===== config.mk =====
export PLATFORM = sky130hd
export DESIGN_NAME = core_ctrl_flat
export DESIGN_NICKNAME = d
export VERILOG_FILES = /design/src/rtl/core_pkg.sv /design/src/rtl/core_ctrl_if.sv /design/src/rtl/core_ctrl_wait_timer.sv /design/src/rtl/core_ctrl.sv /design/src/flat_wrapper.sv
export SDC_FILE = /design/constraint.sdc
export NUM_CORES = 1
export LEC_CHECK = 0
export BUFFER_PORTS_ARGS = -buffer_cell sky130_fd_sc_hd__buf_2
export CORE_MARGIN = 2
export CORE_UTILIZATION = 30
export DETAILED_ROUTE_END_ITERATION = 10
export PLACE_DENSITY = 0.6
export SLEW_MARGIN = 10
export SYNTH_ARGS = -nofsm -noshare
export SYNTH_HDL_FRONTEND = slang
export SYNTH_SLANG_ARGS = --single-unit

===== constraint.sdc =====
create_clock -name clk -period 4.7 [get_ports clk]
set_clock_uncertainty 0.2 [all_clocks]
set_input_delay 0.47 -clock clk [delete_from_list [all_inputs] [get_ports clk]]
set_output_delay 0.47 -clock clk [all_outputs]
set_load 0.01 [all_outputs]

===== src/rtl/core_pkg.sv =====
// Shared controller definitions: FSM state encodings, opcode constants, helpers.
package core_pkg;

  typedef enum logic [3:0] {
    ST_IDLE    = 4'd0,
    ST_FETCH   = 4'd1,
    ST_DECODE  = 4'd2,
    ST_REQUEST = 4'd3,
    ST_WAIT    = 4'd4,
    ST_EXECUTE = 4'd5,
    ST_UPDATE  = 4'd6,
    ST_DONE    = 4'd7
  } state_t;

  localparam logic [3:0] OP_BNE = 4'd4;
  localparam logic [3:0] OP_BEQ = 4'd5;
  localparam logic [3:0] OP_BLT = 4'd6;
  localparam logic [3:0] OP_BGT = 4'd7;
  localparam logic [3:0] OP_CMP = 4'd8;
  localparam logic [3:0] OP_LDR = 4'd9;
  localparam logic [3:0] OP_STR = 4'd10;
  localparam logic [3:0] OP_RET = 4'd15;

  // Loads and stores are the only opcodes that go through the LSU handshake.
  function automatic logic is_mem_op(input logic [3:0] op);
    return (op == OP_LDR) || (op == OP_STR);
  endfunction

endpackage


===== src/rtl/core_ctrl_if.sv =====
// Program-memory fetch and LSU handshake bundle between controller and its peers.
interface core_ctrl_if #(
  parameter int PC_ADDR_WIDTH = 8,
  parameter int DATA_WIDTH    = 16
);
  logic                     prog_req_valid;
  logic [PC_ADDR_WIDTH-1:0] prog_req_addr;
  logic                     prog_rsp_valid;
  logic [DATA_WIDTH-1:0]    prog_rsp_data;
  logic                     lsu_req;
  logic                     lsu_done;

  // Controller side.
  modport master (
    output prog_req_valid, prog_req_addr, lsu_req,
    input  prog_rsp_valid, prog_rsp_data, lsu_done
  );

  // Memory / LSU side.
  modport slave (
    input  prog_req_valid, prog_req_addr, lsu_req,
    output prog_rsp_valid, prog_rsp_data, lsu_done
  );
endinterface


===== src/rtl/core_ctrl_wait_timer.sv =====
// WAIT-state watchdog: counts cycles while enabled, flags the last allowed cycle.
module wait_timer #(
  parameter int WIDTH = 8,
  parameter int LIMIT = 255
) (
  input  logic clk,
  input  logic reset,
  input  logic clear,
  input  logic enable,
  output logic expired
);
  logic [WIDTH-1:0] cnt;

  // Count enabled cycles; clear wins so the count restarts at zero on WAIT entry.
  always_ff @(posedge clk) begin
    if (reset || clear) cnt <= '0;
    else if (enable)    cnt <= cnt + 1'b1;
  end

  // Asserted during the LIMIT-th enabled cycle, i.e. the one whose increment reaches LIMIT.
  assign expired = enable && (cnt == WIDTH'(LIMIT - 1));
endmodule


===== src/rtl/core_ctrl.sv =====
// Core control unit: sequences fetch, decode, LSU request/wait, execute and PC update.
module core_ctrl
  import core_pkg::*;
#(
  parameter int PC_ADDR_WIDTH = 8,
  parameter int DATA_WIDTH    = 16,
  parameter int WAIT_TIMEOUT  = 255
) (
  input  logic                     clk,
  input  logic                     reset,
  input  logic                     start,
  input  logic [PC_ADDR_WIDTH-1:0] next_pc,
  core_ctrl_if.master              bus,
  output logic [DATA_WIDTH-1:0]    instr,
  output logic [3:0]               opcode,
  output logic [3:0]               cu_state,
  output logic                     pc_en,
  output logic [PC_ADDR_WIDTH-1:0] curr_pc,
  output logic                     busy,
  output logic                     done,
  output logic                     error
);
  localparam int CLOG  = $clog2(WAIT_TIMEOUT + 1);
  localparam int CNT_W = (CLOG > 8) ? CLOG : 8;

  state_t state, state_n;
  logic   expired;
  logic   lsu_req_q;

  wait_timer #(.WIDTH(CNT_W), .LIMIT(WAIT_TIMEOUT)) u_wait_timer (
    .clk     (clk),
    .reset   (reset),
    .clear   (state != ST_WAIT),
    .enable  (state == ST_WAIT),
    .expired (expired)
  );

  assign opcode = instr[15:12];

  // State register.
  always_ff @(posedge clk) begin
    if (reset) state <= ST_IDLE;
    else       state <= state_n;
  end

  // Next-state decode; lsu_done beats the watchdog on the same cycle.
  always_comb begin
    state_n = state;
    case (state)
      ST_IDLE,
      ST_DONE:    if (start) state_n = ST_FETCH;
      ST_FETCH:   if (bus.prog_rsp_valid) state_n = ST_DECODE;
      ST_DECODE:  state_n = ST_REQUEST;
      ST_REQUEST: state_n = is_mem_op(opcode) ? ST_WAIT : ST_EXECUTE;
      ST_WAIT: begin
        if (bus.lsu_done)  state_n = ST_EXECUTE;
        else if (expired)  state_n = ST_DONE;
      end
      ST_EXECUTE: state_n = ST_UPDATE;
      ST_UPDATE:  state_n = (opcode == OP_RET) ? ST_DONE : ST_FETCH;
      default:    state_n = ST_IDLE;
    endcase
  end

  // Datapath registers: PC, instruction latch, sticky error, LSU launch pulse.
  always_ff @(posedge clk) begin
    if (reset) begin
      curr_pc   <= '0;
      instr     <= '0;
      error     <= 1'b0;
      lsu_req_q <= 1'b0;
    end else begin
      if ((state == ST_IDLE || state == ST_DONE) && start) begin
        curr_pc <= '0;
        error   <= 1'b0;
      end
      if (state == ST_FETCH && bus.prog_rsp_valid) instr <= bus.prog_rsp_data;
      if (state == ST_WAIT && !bus.lsu_done && expired) error <= 1'b1;
      if (state == ST_UPDATE && opcode != OP_RET) curr_pc <= next_pc;
      // DECODE always falls into REQUEST, so this pulse covers exactly the REQUEST cycle.
      lsu_req_q <= (state == ST_DECODE) && is_mem_op(opcode);
    end
  end

  assign cu_state           = state;
  assign busy               = (state != ST_IDLE) && (state != ST_DONE);
  assign pc_en              = busy;
  assign done               = (state == ST_DONE);
  assign bus.prog_req_valid = (state == ST_FETCH);
  assign bus.prog_req_addr  = curr_pc;
  assign bus.lsu_req        = lsu_req_q;
endmodule


===== src/flat_wrapper.sv =====
// flat-port wrapper written by rule: the top's interface ports become plain ports
module core_ctrl_flat import core_pkg::*;
#(
  parameter int PC_ADDR_WIDTH = 8,
  parameter int DATA_WIDTH    = 16,
  parameter int WAIT_TIMEOUT  = 255
)
  (clk, reset, start, next_pc, instr, opcode, cu_state, pc_en, curr_pc, busy, done, error, bus_prog_req_valid, bus_prog_req_addr, bus_lsu_req, bus_prog_rsp_valid, bus_prog_rsp_data, bus_lsu_done);
  core_ctrl_if #(.PC_ADDR_WIDTH(PC_ADDR_WIDTH), .DATA_WIDTH(DATA_WIDTH)) bus_i ();
  input  logic clk;
  input  logic reset;
  input  logic start;
  input  logic [PC_ADDR_WIDTH-1:0] next_pc;
  output logic [DATA_WIDTH-1:0] instr;
  output logic [3:0] opcode;
  output logic [3:0] cu_state;
  output logic pc_en;
  output logic [PC_ADDR_WIDTH-1:0] curr_pc;
  output logic busy;
  output logic done;
  output logic error;
  output wire logic [$bits(bus_i.prog_req_valid)-1:0] bus_prog_req_valid;
  output wire logic [$bits(bus_i.prog_req_addr)-1:0] bus_prog_req_addr;
  output wire logic [$bits(bus_i.lsu_req)-1:0] bus_lsu_req;
  input wire logic [$bits(bus_i.prog_rsp_valid)-1:0] bus_prog_rsp_valid;
  input wire logic [$bits(bus_i.prog_rsp_data)-1:0] bus_prog_rsp_data;
  input wire logic [$bits(bus_i.lsu_done)-1:0] bus_lsu_done;
  assign bus_prog_req_valid = bus_i.prog_req_valid;
  assign bus_prog_req_addr = bus_i.prog_req_addr;
  assign bus_lsu_req = bus_i.lsu_req;
  assign bus_i.prog_rsp_valid = bus_prog_rsp_valid;
  assign bus_i.prog_rsp_data = bus_prog_rsp_data;
  assign bus_i.lsu_done = bus_lsu_done;
  core_ctrl #(.PC_ADDR_WIDTH(PC_ADDR_WIDTH), .DATA_WIDTH(DATA_WIDTH), .WAIT_TIMEOUT(WAIT_TIMEOUT)) u_core (.clk(clk), .reset(reset), .start(start), .next_pc(next_pc), .bus(bus_i), .instr(instr), .opcode(opcode), .cu_state(cu_state), .pc_en(pc_en), .curr_pc(curr_pc), .busy(busy), .done(done), .error(error));
endmodule

==> metrics.yaml <==
grt_max_degree: 24
wl_per_cell_microns: 11.6
p_comb_share_pct: 18.4
drt_iter0_drc: 38
max_cap_viol_count: 0
cts_buffers: 5
numPortBuffers: 73
die_y_microns: 77.0
synthesis.nets: 218
yosysTopAreaCell: "dfxtp_1"
maxSlewViolCount: 0
fin_nets: 275
io_pins: 75
whs_path_depth: 2
async_reset_ff_share_pct: 0
rsz0062_at_grt: "false"
clk_latency_ns: 0.29
switching_share_pct: 29.9
synth-edff-count: 0
drive_gt1_share_pct: 34.7
grt_usage_pct: 12.7
postCtsSetupBuffers: 0
status: "completed"
synth_top_area_share_pct: 46.4
cts_tree: "done"
power_density_nw_per_um2: 348
fillerInstances: 555
ys_types: 34
rows: 26
clk_pin_slew_ns: 0.07
finalCoreUtilization_pct: 38.6
vias: 1435
synth_ff_type: "dfxtp_1"
area_delta_synth_final_pct: 24.0
synth-seq-cells: 37
syn_area_per_cell_sq_um: 8.54
grt_pass1_wl_microns: 6080
ff2ff_path_depth: 4
place_congestion: 0.764
clkPwrFrac_pct: 30.6
leakage_nw: 0.904
min_path_type: "primary input to register"
critPathArrivalTime_ns: 1.45
drc: 0
ir_drop_uv: 151
post_cts_resized: 0
finalSetupViolations: 0
slew-limit-headroom_pct: 61.5
yosysMostFrequentCell: "dfxtp_1"
synthTopCellsByCount: "37 x dfxtp_1, 35 x nand2_1, 22 x a21oi_1"
syn-cell-area_sq_um: 1600
synthTopCellsByArea: "dfxtp_1 46%, nand2_1 8.2%, a21oi_1 6.9%, buf_4 6.6%, a22o_1 4.4%"
antennaDiodeCount: 0
totalPowerFinal_mw: 0.690
ctsHtreeMaxLevel: 2
seqPwrFrac_pct: 51.0
end_kind: "output port"
cts_root_buf: "clkbuf_8"
yosysWarnings: 0
whs_ns: 0.190
wl_microns: 3640
seq_area_frac_synth_pct: 46.4
first_pass_iters: 4
final-hold-violation-count: 0
ant_nets: 0
grt_pass1_vias: 1302
cp_data_required_time_ns: 4.03
critPathMaxFanout: 14
grt-ovfl-total: 0
worstSetupStartpointType: "register"
viasPerCell: 4.56
cts_sinks: 37
start_util_pct: 31.1
p_switching_mw: 0.206
ctsHoldBuffers: 0
die_x_microns: 77.0
core-area_sq_um: 5140
timing.final.crit_share_pct: 45.1
p_int_mw: 0.483
cts_buffer_depth: 2
fp.dieArea_sq_um: 5930
tightest_slew_ns: 0.576
critPathKind: "register to output port"
tns_ns: 0
synthCells: 187
antenna_found_initial: 0
fin_crit_ns: 2.12
hpwl_microns: 2640
fmax_mhz: 472
==> through the flow <==
stage / area [sq um] / std cells / worst slack [ns]
after global placement: 1900 / 307 / 2.76
after detailed placement: 1900 / 307 / 2.73
after CTS: 1980 / 315 / 2.57
after floorplan: 1600 / 187 / 2.90
final: 1980 / 315 / 2.58
after global routing: 1980 / 315 / 2.43
==> routing by layer <==
metal | global-route usage [%] | wire length [microns] | vias up
met5 | 0 | 0 | -
met4 | 5.18 | 43 | 0
met3 | 4.12 | 306 | 5
met2 | 19.4 | 1550 | 64
met1 | 16.7 | 1740 | 633
li1 | - | - | 733
==> placed cells by master, fill, tap and decap left out <==
master	n
nand3_1	5
o21bai_1	1
clkbuf_1	1
a31oi_1	2
inv_2	1
o31ai_1	1
nand2_1	35
or3_1	1
o311a_1	1
nor2b_1	1
a211oi_1	1
nor3b_2	1
dfxtp_1	37
and4_1	1
nor3_1	3
and3_1	3
nand4_1	4
clkbuf_8	5
a21oi_1	22
nand2b_1	1
ha_1	2
a22o_1	8
inv_1	2
nor2_1	16
nor3_2	1
xor2_1	6
xnor2_1	1
buf_2	73
clkinv_2	2
o21ai_0	3
conb_1	1
o32ai_2	1
o31a_1	1
or4b_4	1
==> cell type report <==
type,count,area [sq um],area share (%)
Sequential cell,37,741,37.4
Multi-Input combinational cell,124,694,35.0
Timing Repair Buffer,73,365,18.4
Tap cell,70,87.6,4.42
Clock buffer,6,72.6,3.66
Inverter,3,11.3,0.568
Clock inverter,2,10.0,0.505
==> logic make-up after synthesis <==
kind of cell             share of synthesized area [%]
flip-flops                                        46.4
other                                            0.235
XOR/XNOR                                          3.84
buffers and inverters                             10.2
AO/OA/AOI/OAI                                     16.6
adder cells (fa/ha/maj)                           1.57
AND/OR/NAND/NOR                                   21.2
==> worst max-delay path, cell delays in order (launching register included) <==
cell	delay [ns]
dfxtp_1	0.59
inv_2	0.14
nor3_1	0.26
buf_2	0.18
==> power by group through the flow <==
stage,registers (mW),clock network [mW],logic [mW]
floorplan,0.355,0,0.0917
CTS,0.351,0.219,0.129
finish,0.351,0.211,0.127
global placement,0.358,0,0.129
global route,0.355,0.242,0.143
detailed placement,0.358,0,0.129
==> path summary, 6_finish.rpt <==
check	from	end	slack (ns)
max	u_core.cu_state[0]	bus_prog_req_valid	2.58
min reg2reg	u_core.instr[1]	u_core.instr[1]	0.25
max reg2reg	u_core.cu_state[2]	u_core.cu_state[1]	2.78
min	next_pc[5]	u_core.bus.prog_req_addr[5]	0.19
==> flip-flops by register name, summed over array words and instances, names as in the netlist <==
name                      cells
u_core.cu_state               3
u_core.bus.prog_req_addr      8
u_core.instr                 16
u_core.u_wait_timer.cnt       8
u_core.bus.lsu_req            1
u_core.error                  1
Power figures use the tool's default switching activity.
